**config.mk**
```make
export PLATFORM = sky130hd
export DESIGN_NAME = tlu_trigger_scheduler
export DESIGN_NICKNAME = d
export VERILOG_FILES = /design/src/rtl/tlu_trigger_scheduler.sv
export SDC_FILE = /design/constraint.sdc
export NUM_CORES = 1
export LEC_CHECK = 0
export BUFFER_PORTS_ARGS = -buffer_cell sky130_fd_sc_hd__buf_2
export CAP_MARGIN = 20
export CELL_PAD_IN_SITES_DETAIL_PLACEMENT = 1
export CELL_PAD_IN_SITES_GLOBAL_PLACEMENT = 2
export CORE_UTILIZATION = 37
export DETAILED_ROUTE_END_ITERATION = 8
export PLACE_DENSITY_LB_ADDON = 0.1
export REMOVE_ABC_BUFFERS = 1
export SLEW_MARGIN = 20
export SYNTH_ARGS = -nofsm -noshare
export SYNTH_HDL_FRONTEND = slang
export SYNTH_SLANG_ARGS = --single-unit
```
**constraint.sdc**
```tcl
create_clock -name CLK40 -period 5.03 [get_ports CLK40]
set_input_delay 0.7545 -clock CLK40 [delete_from_list [all_inputs] [get_ports CLK40]]
set_output_delay 0.7545 -clock CLK40 [all_outputs]
set_load 0.02 [all_outputs]
```
**src/rtl/tlu_trigger_scheduler.sv**
```systemverilog
// Trigger arbiter/sequencer: request edge detection, round-robin grant, prescale and
// FIFO-full veto, then a FIRE / DEAD / WAIT_READY sequence per issued trigger.
module tlu_trigger_scheduler #(
  parameter int N_SRC = 3,
  parameter int N_DUT = 6
) (
  input  logic             CLK40,
  input  logic             RST_N,
  input  logic             START,
  input  logic             ENABLE,
  input  logic [N_SRC-1:0] SRC_EN,
  input  logic [N_SRC-1:0] TRIG_REQ,
  input  logic [15:0]      PRESCALE,
  input  logic [7:0]       DEAD_TIME,
  input  logic [N_DUT-1:0] DUT_EN,
  input  logic [N_DUT-1:0] DUT_READY,
  input  logic             FIFO_FULL,
  output logic             TRIG_OUT,
  output logic [1:0]       TRIG_SRC,
  output logic [31:0]      TRIG_ID,
  output logic [7:0]       SKIP_CNT,
  output logic             BUSY
);

  typedef enum logic [1:0] {
    S_IDLE = 2'd0,
    S_FIRE = 2'd1,
    S_DEAD = 2'd2,
    S_WAIT = 2'd3
  } state_t;

  state_t           r_state;
  state_t           w_state_nxt;
  logic [N_SRC-1:0] r_req_d;
  logic [1:0]       r_rr_ptr;
  logic [15:0]      r_pre_cnt;
  logic [7:0]       r_dead_cnt;
  logic             r_trig_out;
  logic [1:0]       r_trig_src;
  logic [31:0]      r_trig_id;
  logic [7:0]       r_skip_cnt;
  logic             r_busy;

  logic [N_SRC-1:0] w_edge;
  logic             w_any_edge;
  logic [2:0]       w_edge_cnt;
  logic [1:0]       w_grant;
  logic [1:0]       w_idx;
  logic             w_found;
  logic [1:0]       w_rr_nxt;
  logic             w_grant_ev;
  logic             w_hit;
  logic             w_fire;
  logic             w_all_ready;
  logic [2:0]       w_rej_cnt;
  logic [8:0]       w_skip_sum;
  logic [7:0]       w_skip_nxt;

  assign w_edge      = TRIG_REQ & ~r_req_d & SRC_EN & {N_SRC{ENABLE}};
  assign w_any_edge  = |w_edge;
  assign w_edge_cnt  = 3'($countones(w_edge));
  assign w_all_ready = &(DUT_READY | ~DUT_EN);
  assign w_grant_ev  = (r_state == S_IDLE) && w_any_edge && !FIFO_FULL && !START;
  assign w_hit       = (PRESCALE <= 16'd1) || (r_pre_cnt == (PRESCALE - 16'd1));
  assign w_fire      = w_grant_ev && w_hit;
  assign w_rr_nxt    = ((int'(w_grant) + 1) >= N_SRC) ? 2'd0 : (w_grant + 2'd1);

  // Round-robin search: first pending edge at or after the pointer, wrapping.
  always_comb begin
    w_grant = 2'd0;
    w_found = 1'b0;
    w_idx   = 2'd0;
    for (int k = 0; k < N_SRC; k++) begin
      w_idx   = 2'((int'(r_rr_ptr) + k) % N_SRC);
      w_grant = (!w_found && w_edge[w_idx]) ? w_idx : w_grant;
      w_found = w_found | w_edge[w_idx];
    end
  end

  // Rejected-edge tally: busy/vetoed edges all count, otherwise only arbitration losers.
  always_comb begin
    w_rej_cnt = 3'd0;
    if (START) begin
      w_rej_cnt = 3'd0;
    end else if ((r_state != S_IDLE) || FIFO_FULL) begin
      w_rej_cnt = w_edge_cnt;
    end else if (w_any_edge) begin
      w_rej_cnt = w_edge_cnt - 3'd1;
    end else begin
      w_rej_cnt = 3'd0;
    end
    w_skip_sum = {1'b0, r_skip_cnt} + {6'd0, w_rej_cnt};
    w_skip_nxt = w_skip_sum[8] ? 8'hFF : w_skip_sum[7:0];
  end

  // Next-state logic for the trigger sequence; START forces IDLE.
  always_comb begin
    w_state_nxt = r_state;
    if (START) begin
      w_state_nxt = S_IDLE;
    end else begin
      case (r_state)
        S_IDLE:  w_state_nxt = w_fire ? S_FIRE : S_IDLE;
        S_FIRE:  w_state_nxt = (DEAD_TIME != 8'd0) ? S_DEAD : S_WAIT;
        S_DEAD:  w_state_nxt = (r_dead_cnt <= 8'd1) ? S_WAIT : S_DEAD;
        S_WAIT:  w_state_nxt = w_all_ready ? S_IDLE : S_WAIT;
        default: w_state_nxt = S_IDLE;
      endcase
    end
  end

  // State register.
  always_ff @(posedge CLK40 or negedge RST_N) begin
    if (!RST_N) begin
      r_state <= S_IDLE;
    end else begin
      r_state <= w_state_nxt;
    end
  end

  // Datapath registers: counters, arbitration pointer and registered outputs.
  always_ff @(posedge CLK40 or negedge RST_N) begin
    if (!RST_N) begin
      r_req_d    <= '0;
      r_rr_ptr   <= 2'd0;
      r_pre_cnt  <= 16'd0;
      r_dead_cnt <= 8'd0;
      r_trig_out <= 1'b0;
      r_trig_src <= 2'd0;
      r_trig_id  <= 32'd0;
      r_skip_cnt <= 8'd0;
      r_busy     <= 1'b0;
    end else begin
      r_req_d <= TRIG_REQ;
      r_busy  <= (w_state_nxt != S_IDLE);
      if (START) begin
        r_rr_ptr   <= 2'd0;
        r_pre_cnt  <= 16'd0;
        r_dead_cnt <= 8'd0;
        r_trig_out <= 1'b0;
        r_trig_id  <= 32'd0;
        r_skip_cnt <= 8'd0;
      end else begin
        r_trig_out <= w_fire;
        r_skip_cnt <= w_skip_nxt;
        if (w_grant_ev) begin
          r_rr_ptr  <= w_rr_nxt;
          r_pre_cnt <= w_hit ? 16'd0 : (r_pre_cnt + 16'd1);
        end
        if (w_fire) begin
          r_trig_src <= w_grant;
          r_trig_id  <= r_trig_id + 32'd1;
        end
        // DEAD_TIME is captured on the way out of FIRE, i.e. on DEAD entry.
        if (r_state == S_FIRE) begin
          r_dead_cnt <= DEAD_TIME;
        end else if (r_state == S_DEAD) begin
          r_dead_cnt <= r_dead_cnt - 8'd1;
        end
      end
    end
  end

  assign TRIG_OUT = r_trig_out;
  assign TRIG_SRC = r_trig_src;
  assign TRIG_ID  = r_trig_id;
  assign SKIP_CNT = r_skip_cnt;
  assign BUSY     = r_busy;

endmodule

```
==> Word level (Yosys, flattened, before mapping) <==
Cells that the tools add are included.
{ "classes": {"n_lt_le_gt_ge": 6, "bitwise": 8, "reduce_logical": 22, "n_eq_ne": 4, "n_mux": 32, "div": 3, "n_addsub": 12} }
{ "ops": {"columns": ["operator", "n"], "rows": [
  ["$mod A32 B3 Y32 const B", 2],
  ["$mux W32", 2],
  ["$mux W16", 3],
  ["$mux W8", 5],
  ["$add A32 B1 Y32 const B", 1],
  ["$mod A3 B3 Y32 const B", 1],
  ["$add A16 B1 Y16 const B", 1],
  ["$eq A16 B16 Y1", 1],
  ["$le A16 B1 Y1 const B", 1],
  ["$mux W2", 8],
  ["$sub A16 B1 Y16 const B", 1],
  ["$add A8 B3 Y9", 1],
  ["$and A3 B3 Y3", 3],
  ["$lt A2 B3 Y1 const B", 3],
  ["$mux W3", 3],
  ["$le A8 B1 Y1 const B", 1],
  ["$pmux W2 S4", 1],
  ["$reduce_bool A2 Y1", 4],
  ["$reduce_bool A8 Y1", 1],
  ["$sub A8 B1 Y8 const B", 1],
  ["$mux W1", 7],
  ["$add A2 B1 Y3 const B", 2],
  ["$bmux W1 S2", 3],
  ["$logic_and A1 B1 Y1", 6],
  ["20 further kinds", 25]
]} }
{ "word_totals": {"reg_bits": 75, "output_inout_bits": 44, "word_cells": 97, "in_bits": 47} }

==> Depth between registers and ports, before layout <==
{ "logic_depth": {"word_depth": 15, "ltp_mapped": 15, "mapped_depth_nobuf": 15} }

==> Least setup slack after synthesis <==
Ideal clock, no wire load.
{ "synth_timing": {"kind": "input port to flip-flop", "start": "input port TRIG_REQ[0]", "end": "register r_skip_cnt[7], in the netlist SKIP_CNT[7]", "slack_ns": 1.716, "t_arrival_ns": 3.179, "required_time_ns": 4.895, "setup_time_ns": 0.135, "cell_stages": 13, "path_buffers": 0, "cell_sequence": "and4b_1 -> fa_1 -> inv_1 -> ha_1 -> nor2_1 -> a21oi_1 -> nor2_1 -> fa_1 -> a21oi_1 -> nor2b_1 -> and3_1 -> nor3b_1 -> nor3_1"} }
{ "synth_via": {"elab_chain_len": 12, "elab_cells_between_ends": 13, "cone_classes": "add/sub (4); mux (5); bitwise (3); reduce/logical (1)"} }
{ "synth_rtl": {"columns": ["item", "line", "rtl"], "rows": [
  ["start, declared", "12", "input logic [N_SRC-1:0] TRIG_REQ,"],
  ["$and A3 B3 Y3 (*) (3 in series)", "59", "assign w_edge = TRIG_REQ & ~r_req_d & SRC_EN & {N_SRC{ENABLE}};"],
  ["$add A1 B1 Y2 (not written as such)", "61", "assign w_edge_cnt = 3'($countones(w_edge));"],
  ["$add A2 B1 Y3 (not written as such)", "61", null],
  ["$sub A3 B1 Y3", "88", "w_rej_cnt = w_edge_cnt - 3'd1;"],
  ["$mux W3", "87", "end else if (w_any_edge) begin"],
  ["$mux W3 (*)", "85", "end else if ((r_state != S_IDLE) || FIFO_FULL) begin"],
  ["$mux W3 (*)", "83", "if (START) begin"],
  ["$add A8 B3 Y9 (*)", "92", "w_skip_sum = {1'b0, r_skip_cnt} + {6'd0, w_rej_cnt};"],
  ["$mux W8 (*)", "93", "w_skip_nxt = w_skip_sum[8] ? 8'hFF : w_skip_sum[7:0];"],
  ["$mux W8 (*)", "136", "if (START) begin"],
  ["end signal, assigned", "145", "r_skip_cnt <= w_skip_nxt;"],
  ["end, declared", "41", "logic [7:0] r_skip_cnt;"]
]} }
Mark *: on every way between the ends. The rest lies on a longest branch, timed or not.
A chain may end at the register's enable or synchronous reset.

==> Final worst setup path <==
{ "layout_timing": {"start": "register r_state[0]", "end": "register r_skip_cnt[4], in the netlist SKIP_CNT[4]"} }
{ "layout_via": {"elab_chain_len": 7} }
{ "layout_rtl": {"columns": ["item", "line", "rtl"], "rows": [
  ["start, declared", "32", "state_t r_state;"],
  ["start signal, assigned", "117", "r_state <= w_state_nxt;"],
  ["$reduce_bool A2 Y1", "85", null],
  ["$logic_or A1 B1 Y1", "85", null],
  ["$mux W3", "85", null],
  ["$mux W3", "83", null],
  ["$add A8 B3 Y9", "92", null],
  ["$mux W8", "93", null],
  ["$mux W8", "136", null]
]} }
No other way between the ends.

==> impl_metrics.py <==
metrics = {
    "outcome": {
        "status": "complete, no violations",
    },
    "placement": {
        "hpwlAfterDp_um": 9610,
        "portBuffers": 90,
        "gp_congestion": 0.810,
        "dp_slack_ns": 1.25,
    },
    "floorplanning": {
        "core_area_um2": 12800,
        "start_util_pct": 38.4,
        "die_w_um": 117,
        "die_h_um": 117,
        "dieArea_um2": 13700,
        "ios": 91,
        "num_rows": 41,
    },
    "setup_path": {
        "crit_path_end_kind": "flop",
        "crit_path_max_incr_delay_ns": 0.87,
        "crit_chain": "or3_1 -> a21o_1 -> nor2_1 -> a21oi_1 -> nor2_1 -> ha_1 -> fa_1 -> a21oi_1 -> nor2b_1 -> and3_1 -> nand3_1 -> a21oi_1",
        "crit_path_start": "r_state[0]",
        "cp_data_arrival_time_ns": 3.66,
        "crit_slowest_cell": "dfrtp_1",
        "critPathLaunchType": "flop",
        "critPathKind": "reg2reg",
        "r2r-start": "r_state[0]",
        "cp_common_cell": "a21oi_1",
        "crit_fanout": 27,
        "cp.required_ns": 5.24,
    },
    "yosys": {
        "synth_top_area_share_pct": 38.3,
        "synthFlopType": "dfrtp_1",
        "synth_edf_count": 0,
        "async_flop_share_pct": 100,
        "avgSynthCellArea_um2": 8.99,
        "ys_ff_latch": 75,
        "ys_types": 56,
        "synth.largest_area_cell": "dfrtp_1",
        "synth_area_leaders": "dfrtp_1, a21oi_1, nor2_1, ha_1, nand2b_1",
        "netlist_instances": 546,
        "yosysWarnings": 0,
        "yosysSeqAreaShare_pct": 38.3,
        "synth_area_um2": 4910,
    },
    "timing": {
        "rsz0062_at_grt": "false",
        "fin_setup_tns_ns": 0,
        "min_period_over_period_pct": 68.6,
        "fin_crit_ns": 3.45,
        "worstMarginPinSlew_ns": 0.925,
        "fmax_ghz": 0.290,
        "slew_violations": 0,
        "hold_violations": 0,
        "clock_skew_ns": 0.00729,
        "maxSlewHeadroom_pct": 38.4,
        "fin_ws_ns": 1.58,
        "finalSetupViolations": 0,
    },
    "global_routing": {
        "use_met1_pct": 25.9,
        "grt_use_met2_pct": 35.9,
        "grt.total_usage_pct": 20.6,
        "grt_antenna_before_repair": 0,
        "grt_max_degree": 76,
        "grt_pass1_wl_um": 21700,
        "overflow": 0,
        "first_global_vias": 4515,
        "grt-busiest-layer": "met2",
        "grt_use_met3_pct": 2.73,
    },
    "layout": {
        "diodes": 0,
        "fin_nets": 690,
        "drive_above_1_share_pct": 20.0,
        "syn_to_final_growth_pct": 18.7,
    },
    "drt": {
        "wire_per_inst_um": 16.3,
        "drtIter0Drc": 116,
        "routed_via_density": 5.46,
        "drtAntennaViolNets": 0,
        "firstDrtPassIters": 4,
        "via_count": 4401,
        "wl_um": 13100,
        "drc": 0,
    },
    "power_and_ir_drop": {
        "clkPwrFrac_pct": 48.1,
        "vdd_drop_max_mv": 0.121,
        "p_seq_share_pct": 43.6,
        "p_sw_share_pct": 24.1,
        "intPower_mw": 1.06,
        "p_switching_mw": 0.337,
        "powerDensity_nw_per_um2": 240,
        "combPwrFrac_pct": 8.3,
        "leakagePower_nw": 2.82,
        "power.total_mw": 1.40,
    },
    "cts": {
        "cts_resized": 0,
        "clock_latency_ns": 0.34,
        "clk_pin_slew_ns": 0.06,
        "postCtsSetupBuffers": 0,
        "root_buffer": "clkbuf_16",
        "postCtsHoldBufs": 0,
        "cts_tree": "yes",
        "clockBufferDepth": 2,
        "cts.sinks": 75,
        "htree_levels": 3,
        "numCtsBuffers": 9,
    },
    "run": {
        "maxCapViolations": 0,
    },
    "worst_hold_path": {
        "hp-class": "in2async",
    },
}
[metrics by stage]
| step | instance area [um^2] | hold WS, ns | cells | utilization (%) |
|---|---|---|---|---|
| after global routing | 5830 | 0.432 | 806 | 45.6 |
| after detailed placement | 5500 | 0.485 | 789 | 43.1 |
| after floorplan | 4790 | 0.459 | 521 | - |
| after CTS | 5810 | 0.495 | 805 | 45.5 |
| final | 5830 | 0.392 | 806 | 45.6 |
| after global placement | 5500 | 0.479 | 789 | 43.1 |
[cell type report]
cell class / count / area (um^2)
clock buffers: 12 / 256
clock inverters: 4 / 48.8
fillers: 1522 / 6950
inverters: 24 / 90.1
multi-input cells: 422 / 2820
flip-flops and latches: 75 / 1880
well taps: 172 / 215
repair buffers: 97 / 518
[worst max-delay path, delay by kind of cell (launching register included)]
family	cells	cell delay, ns
AOI/OAI and AO/OA	4	0.85
adders and majority gates	2	0.63
DFF	1	0.87
and+or+nand+nor	6	0.95
[synthesized netlist by cell type, drive strengths merged (3+ instances only)]
| cell | number |
|---|---|
| o22ai | 5 |
| a22o | 4 |
| buf | 6 |
| a31o | 4 |
| inv | 24 |
| a211oi | 16 |
| nand3 | 22 |
| nor2 | 52 |
| mux2i | 8 |
| mux2 | 13 |
| a31oi | 13 |
| ha | 12 |
| nor3 | 7 |
| nand2 | 23 |
| dfrtp | 75 |
| or3 | 9 |
| and3 | 21 |
| nand3b | 4 |
| o31ai | 5 |
| nand4b | 3 |
| o21ai | 18 |
| xnor2 | 16 |
| clkbuf | 19 |
| or4 | 5 |
| and2 | 5 |
| nand2b | 24 |
| xor2 | 17 |
| nor4 | 12 |
| nand4 | 15 |
| nor2b | 21 |
| a21oi | 44 |
[placed cells by master, fill, tap and decap left out, types with 10 or more instances in the layout]
cell type	instances
xor2_1	17
xnor2_1	16
a21oi_1	44
o21ai_0	18
a211oi_1	16
nand3_1	21
nand2b_1	24
ha_1	12
nand4_1	15
inv_1	24
mux2_1	10
buf_2	89
and3_1	21
a31oi_1	13
nor2b_1	21
nor4_1	10
nor2_1	52
dfrtp_1	75
nand2_1	23
[layer usage]
layer | vias to the layer above | routed length (um)
met4 | 0 | 191
met2 | 79 | 6470
met1 | 2171 | 6020
li1 | 2138 | -
met5 | - | 0
met3 | 13 | 451
[worst paths after layout]
| kind | slack [ns] | cells past startpoint | to |
|---|---|---|---|
| max in group asynchronous | 4.04 | 2 | TRIG_ID[14] |
| hold / removal | 0.39 | 1 | r_pre_cnt[6] |
| setup / recovery | 1.58 | 12 | SKIP_CNT[4] |
| setup reg to reg | 1.58 | 12 | SKIP_CNT[4] |
| min in group CLK40 | 0.49 | 1 | TRIG_ID[26] |
| hold reg to reg | 0.49 | 1 | TRIG_ID[26] |
[power groups by stage]
stage	clock network [mW]	registers, mW	logic (mW)
detailed placement	0	0.621	0.117
finish	0.672	0.609	0.116
CTS	0.690	0.610	0.117
global placement	0	0.621	0.113
global route	0.709	0.610	0.131
floorplan	0	0.621	0.0497
[flip-flops by register name, indices dropped and copies added, names as in the netlist]
name        cells
TRIG_SRC        2
r_state         2
r_req_d         3
TRIG_ID        32
r_pre_cnt      16
TRIG_OUT        1
r_dead_cnt      8
r_rr_ptr        2
BUSY            1
SKIP_CNT        8
[logic make-up (layout without fill, tap and decap cells)]
kind of cell             after synthesis  in the layout  share of synthesized area [%]
AND/OR/NAND/NOR                      228            228                           26.3
XOR/XNOR                              33             33                           5.89
flip-flops                            75             75                           38.3
multiplexers                          21             21                           4.69
buffers and inverters                 49            137                           4.26
adder cells (fa/ha/maj)               14             14                           3.88
AO/OA/AOI/OAI                        126            126                           16.8
No activity file was read; power rests on OpenSTA's default activity.
